## config.mk

```make
export PLATFORM = sky130hd
export DESIGN_NAME = compare_seq_ctrl
export DESIGN_NICKNAME = d
export VERILOG_FILES = /design/src/rtl/compare_seq_ctrl.sv
export SDC_FILE = /design/constraint.sdc
export NUM_CORES = 1
export LEC_CHECK = 0
export BUFFER_PORTS_ARGS = -buffer_cell sky130_fd_sc_hd__buf_2
export CORE_MARGIN = 2
export CORE_UTILIZATION = 45
export DETAILED_ROUTE_END_ITERATION = 8
export PLACE_DENSITY = 0.74
export SLEW_MARGIN = 30
export SYNTH_ARGS = -nofsm -noshare
export SYNTH_HDL_FRONTEND = slang
export SYNTH_SLANG_ARGS = --single-unit
```

## constraint.sdc

```tcl
create_clock -name i_clk -period 2.3 [get_ports i_clk]
set_input_delay 0.115 -clock i_clk [delete_from_list [all_inputs] [get_ports i_clk]]
set_output_delay 0.115 -clock i_clk [all_outputs]
set_load 0.02 [all_outputs]
```

## src/rtl/compare_seq_ctrl.sv

```systemverilog
// compare_seq_ctrl: bit-serial MSB-first magnitude compare sequencer with one-hot E/L/G result
module compare_seq_ctrl #(
    parameter int WIDTH = 3
) (
    input  logic             i_clk,
    input  logic             i_rst,
    input  logic             i_start,
    input  logic             i_signed_mode,
    input  logic [WIDTH-1:0] i_a,
    input  logic [WIDTH-1:0] i_b,
    output logic             o_busy,
    output logic             o_done,
    output logic             o_e,
    output logic             o_l,
    output logic             o_g
);
    localparam int IW = (WIDTH > 1) ? $clog2(WIDTH) : 1;
    localparam logic [IW-1:0] MSB = IW'(WIDTH - 1);

    typedef enum logic [1:0] {S_IDLE, S_CMP, S_DONE} state_t;

    state_t          r_state;
    state_t          w_next;
    logic [WIDTH-1:0] r_a;
    logic [WIDTH-1:0] r_b;
    logic            r_sm;
    logic [IW-1:0]   r_idx;
    logic            r_e;
    logic            r_l;
    logic            r_g;
    logic            w_accept;
    logic            w_diff;
    logic            w_last;
    logic            w_gt;

    assign w_accept = i_start && (r_state == S_IDLE || r_state == S_DONE);
    assign w_diff   = r_a[r_idx] != r_b[r_idx];
    assign w_last   = r_idx == '0;
    // at the sign bit of a signed compare a 1 means the smaller operand
    assign w_gt     = (r_sm && r_idx == MSB) ? ~r_a[r_idx] : r_a[r_idx];
    assign o_busy   = r_state == S_CMP;
    assign o_done   = r_state == S_DONE;
    assign o_e      = r_e;
    assign o_l      = r_l;
    assign o_g      = r_g;

    // state register
    always_ff @(posedge i_clk or posedge i_rst) begin
        if (i_rst) r_state <= S_IDLE;
        else       r_state <= w_next;
    end

    // next state: finish on first differing bit or after the LSB
    always_comb begin
        w_next = S_IDLE;
        case (r_state)
            S_IDLE:  w_next = i_start ? S_CMP : S_IDLE;
            S_CMP:   w_next = (w_diff || w_last) ? S_DONE : S_CMP;
            S_DONE:  w_next = i_start ? S_CMP : S_IDLE;
            default: w_next = S_IDLE;
        endcase
    end

    // operand latch, bit walk and result flags
    always_ff @(posedge i_clk or posedge i_rst) begin
        if (i_rst) begin
            r_a   <= '0;
            r_b   <= '0;
            r_sm  <= 1'b0;
            r_idx <= '0;
            r_e   <= 1'b0;
            r_l   <= 1'b0;
            r_g   <= 1'b0;
        end else if (w_accept) begin
            r_a   <= i_a;
            r_b   <= i_b;
            r_sm  <= i_signed_mode;
            r_idx <= MSB;
            r_e   <= 1'b0;
            r_l   <= 1'b0;
            r_g   <= 1'b0;
        end else if (r_state == S_CMP) begin
            if (w_diff) begin
                r_g <= w_gt;
                r_l <= ~w_gt;
            end else if (w_last) begin
                r_e <= 1'b1;
            end else begin
                r_idx <= r_idx - 1'b1;
            end
        end
    end
endmodule

```

Word level (Yosys, flattened, before mapping)
Cells that the tools add are included.
Word-level totals
  output and inout bits: 5
  input port bits: 10
  memories kept: 0
  memory bits (read-only): 0
  latch bits: 0
  bits in registers: 14
  word-level logic and storage cells: 53
  RAM bits: 0
Cells by class
  bitwise gates (word level): 2
  shift-type cells: 0
  muxes and demuxes: 22
  reduce and logical (&&, ||, !) cells: 13
  divide/modulo/power cells: 0
  eq/ne operators: 6
  multipliers: 0
  add/subtract/negate cells: 1
  $lt $le $gt $ge: 1
Operators with widths (count)
  $mux 1: 14
  $mux 2: 5
  $reduce_and 3->1: 2
  $reduce_bool 2->1: 3
  $bmux 1 s2: 2
  $eq 2x2->1 const B: 2
  $logic_not 2->1: 2
  $ne 2x2->1 const B: 2
  $pmux 2 s2: 1
  $lt 2x3->1 const B: 1
  $eq 2x1->1 const B: 1
  $logic_and 1x1->1: 2
  $logic_or 1x1->1: 2
  $not 1->1: 2
  $reduce_and 2->1: 1
  $reduce_or 2->1: 1
  $sub 2x1->2 const B: 1
  $ne 1x1->1: 1

Logic depth before layout (Yosys ltp)
  depth in word-level cells: 8
  gate-level depth with buffers: 6
  mapped depth without buffers: 6

Least setup slack after synthesis
No wires, ideal clock.
  path kind: register -> register
  start point: register r_idx[1]
  end point: register r_idx[0]
  setup slack: 807 ps
  buffers on the path: 1
  period minus slack after synthesis: 1493 ps
  stages on the path, launching flop included: 7
  data arrival time: 1367 ps
  setup time: 125 ps
  required time: 2175 ps
  cells stage by stage: dfrtp_1 -> mux2_4 -> a22oi_2 -> or2_1 -> buf_6 -> nand4b_2 -> mux2i_1
On the way
  longest elaborated chain between the ends: 5
  elaborated cells on any way between the ends: 9
  classes of those cells: eq/ne (3); mux (4); reduce/logical (2)
RTL lines
  start, declared: line 27  | logic [IW-1:0] r_idx;
  start signal, assigned: line 89  | r_idx <= r_idx - 1'b1;
  $bmux 1 s2: line 37  | assign w_diff = r_a[r_idx] != r_b[r_idx];
  $mux 1 (implied by the code): line 37
  $ne 1x1->1: line 37
  $ne 2x2->1 (no source line)
  $reduce_and 3->1 (no source line) *
Every way passes the cells marked *; elsewhere a longest branch is shown, timed or not. The select of a mux whose other input is x is not followed.
A chain may end at the register's enable or synchronous reset.

Final worst setup path
Ends and elaborated chain as after synthesis.

==> impl_results.md <==
* Leading cell type in the layout, fill and taps excluded: nand2_1
* Crit Reg-Reg Startpoint: r_idx[1]
* Post-synthesis sequential area ratio at about half
* # fillers at ~140
* Total GRT Usage at 15.34%
* Post-Syn Nets at 86
* Yosys cell types at 22
* CP Capture Type: flip-flop
* Clock power frac at around an eighth
* Wire per inst at 11.56 microns
* Final count of hold timing violations at 0
* Clock transition at the registers of the reported paths at ~80 ps
* N_diodes at 0
* Remaining Overflow, GRT at 0
* Rel. slew slack at 50.81%
* RSZ-0062 raised after global routing: false
* Share of Yosys cell area claimed by the top area cell type at a little under 50%
* Comb pwr share at around 46%
* Mapped Area at around 700 sq um
* Worst vdd ir at ~0.47 mV
* Final core utilization at between 50% and 60%
* Crit path max-delay cell type: dfrtp_1
* Bufs on Longest Clock Path at 2
* Post_cts resized at 0
* Worst path bufs/invs at 0
* Initial DRC Count at 11
* Antenna-violating nets left at 0
* Sw power at 443.5 uW
* Setup TNS at 0 ps
* Status: finished, final reports clean
* # port buffers at 14
* Critical path, cell by cell: mux2_4 > a22oi_2 > or2_1 > nand4b_2 > mux2i_1
* CP Max Fanout at 7
* Max Freq at around 610 MHz
* Die area at ~1900 sq um
* Final non-filler cell total at roughly 100
* Worst EP arrival at 1800 ps
* Drt via density at roughly 5.2
* Placed wire-length estimate at 883.4 microns
* Tot Pwr at about 1.1 mW
* Leakage dissipation at approximately 0.44 nW
* Flop pwr share at 40.8%
* Post-Syn Instances at 74
* Largest net degree at the start of global routing at 15
* Vias in the first global route at slightly above 500
* Commonest non-fill, non-tap cells in the layout: nand2_1, buf_2, dfrtp_1, nor2b_1
* # rows at 14
* Final setup skew at 0.5692 ps
* First-pass GRT wire length at roughly 2.2 mm
* Avg Cell Area, Syn at approximately 9.5 sq um
* Design area at roughly 800 sq um
* YS warnings at 0
* Crit-path max cell delay at 470 ps
* Via Count at between 500 and 600
* Min Clock Period, post-route at ~1600 ps
* Post-CTS Setup Bufs at 0
* Pwr per Cell Area at between 1000 and 1500 nW/um^2
* Die width at around 44 microns
* Critical Path RT at roughly 2500 ps
* Hold Crit Class: input port to flip-flop
* Final Cycle Share at approximately 71%
* Critical Path Start: r_idx[1]
* Layout area overhead at 14.21%
* TritonCTS clock tree: done
* Fraction of layout cells with a size suffix above 1 at 23.86%
* CTS root buf: clkbuf_4
* Yosys top cell by area: dfrtp_1
* Max Cap Violations at 0
* CTS Buf Count at 3
* # IOs at 15
* # DRC at 0
* Final Max Slew Viols at 0
* Hold_buf cts at 1
* Placed cell areas at roughly 770 sq um
* Largest delay contributor family on the critical path: multiplexers
* Worst-Margin Slew at between 700 and 800 ps
* Int Power at 623.3 uW
* WS Path Type: flip-flop to flip-flop
* H-tree Lvls at 1
* Core ar. at around 1500 sq um
* Final GP Congestion at 0.7478
* Net Sw Frac at between 40 and 50%
* Initial Util at a little under half
* Number of clock sinks at 14
* Synth area leaders: dfrtp_1, nand2_1, mux2i_1, ha_1, nor2b_1
* Startpoint Class: flip-flop
* Drt first pass iters at 4
* Detailed Route WL at about 1.2 mm
* Clk_lat worst skew at 280 ps
* Number of setup violations in the final report at 0
* Die Y at approximately 44 microns
* Initial antenna violation count at 0
* Synthesis-stage register bit count at 14
* Worst hold start: i_b[2]
* Dpl cells at 100
* Nets@finish at 102
==> routing by layer <==
| metal | part of all wire [%] | track usage, % | wire length, microns | vias up |
|---|---|---|---|---|
| met5 | 0 | 0 | 0 | - |
| met2 | 45 | 21.76 | 537 | 14 |
| met4 | 2.1 | 9.091 | 25 | 0 |
| met1 | 48 | 21.93 | 581 | 249 |
| li1 | - | - | - | 273 |
| met3 | 4.7 | 2.500 | 56 | 4 |
==> stage by stage <==
step / hold WS (ps) / worst slack [ps]
final: 20.05 / 666.7
after detailed placement: 185.0 / 687.3
after floorplan: 4.219 / 807.3
after global placement: 170.9 / 722.4
after global routing: 24.34 / 536.9
after CTS: 17.54 / 672.5
==> logic make-up after synthesis <==
kind of cell / Yosys count / synth area share (%)
flip-flops: 14 / 49.73
AO/OA/AOI/OAI: 10 / 11.90
buffers and inverters: 7 / 4.795
multiplexers: 4 / 6.394
AND/OR/NAND/NOR: 37 / 23.62
adder cells (fa/ha/maj): 2 / 3.552
==> cells in the mapped netlist <==
master / n
nand2_1: 27
nor2b_1: 4
nand4b_2: 1
mux2_4: 1
nand3_1: 1
inv_1: 3
a22oi_2: 1
o2bb2ai_1: 1
a41oi_1: 1
o22a_2: 1
o22a_1: 1
o21a_1: 1
buf_6: 1
or2_1: 1
a21oi_1: 2
nand2b_1: 1
clkbuf_1: 3
dfrtp_1: 14
mux2i_1: 3
o221ai_1: 2
ha_1: 2
nor2_1: 2
==> sequential cells by signal (all words and copies together) (netlist names) <==
name,count
r_sm,1
r_b,3
r_idx,2
o_g,1
r_state,2
o_l,1
r_a,3
o_e,1
==> final timing paths <==
check	to	cells after the start	slack, ps
worst max-delay path	r_idx[0]	5	670
worst min-delay path	r_b[2]	3	20
worst max register to register	r_idx[0]	5	670
worst min register to register	r_b[2]	2	480
max in group asynchronous	o_e	3	1550
min in group asynchronous	o_g	3	400
==> worst min-delay path, delay by kind of cell <==
family        cells  cell delay (ps)
buf+inv           1               70
simple gates      2               80
==> power by group through the flow <==
| stage | logic (mW) | clock network (mW) | registers, mW |
|---|---|---|---|
| finish | 0.495 | 0.137 | 0.435 |
| global route | 0.565 | 0.147 | 0.452 |
| CTS | 0.501 | 0.140 | 0.436 |
| detailed placement | 0.498 | 0 | 0.440 |
| global placement | 0.483 | 0 | 0.435 |
| floorplan | 0.416 | 0 | 0.439 |
==> final cells by class <==
cell class / instances / area, sq um / area share (%)
sequential: 14 / 350.3 / 43.55
multi-input combinational: 53 / 320.3 / 39.81
timing repair buffer: 15 / 80.08 / 9.953
clock buffer: 3 / 22.52 / 2.799
tap: 16 / 20.02 / 2.488
inverter: 3 / 11.26 / 1.400
(Power assumes the default switching activity.)
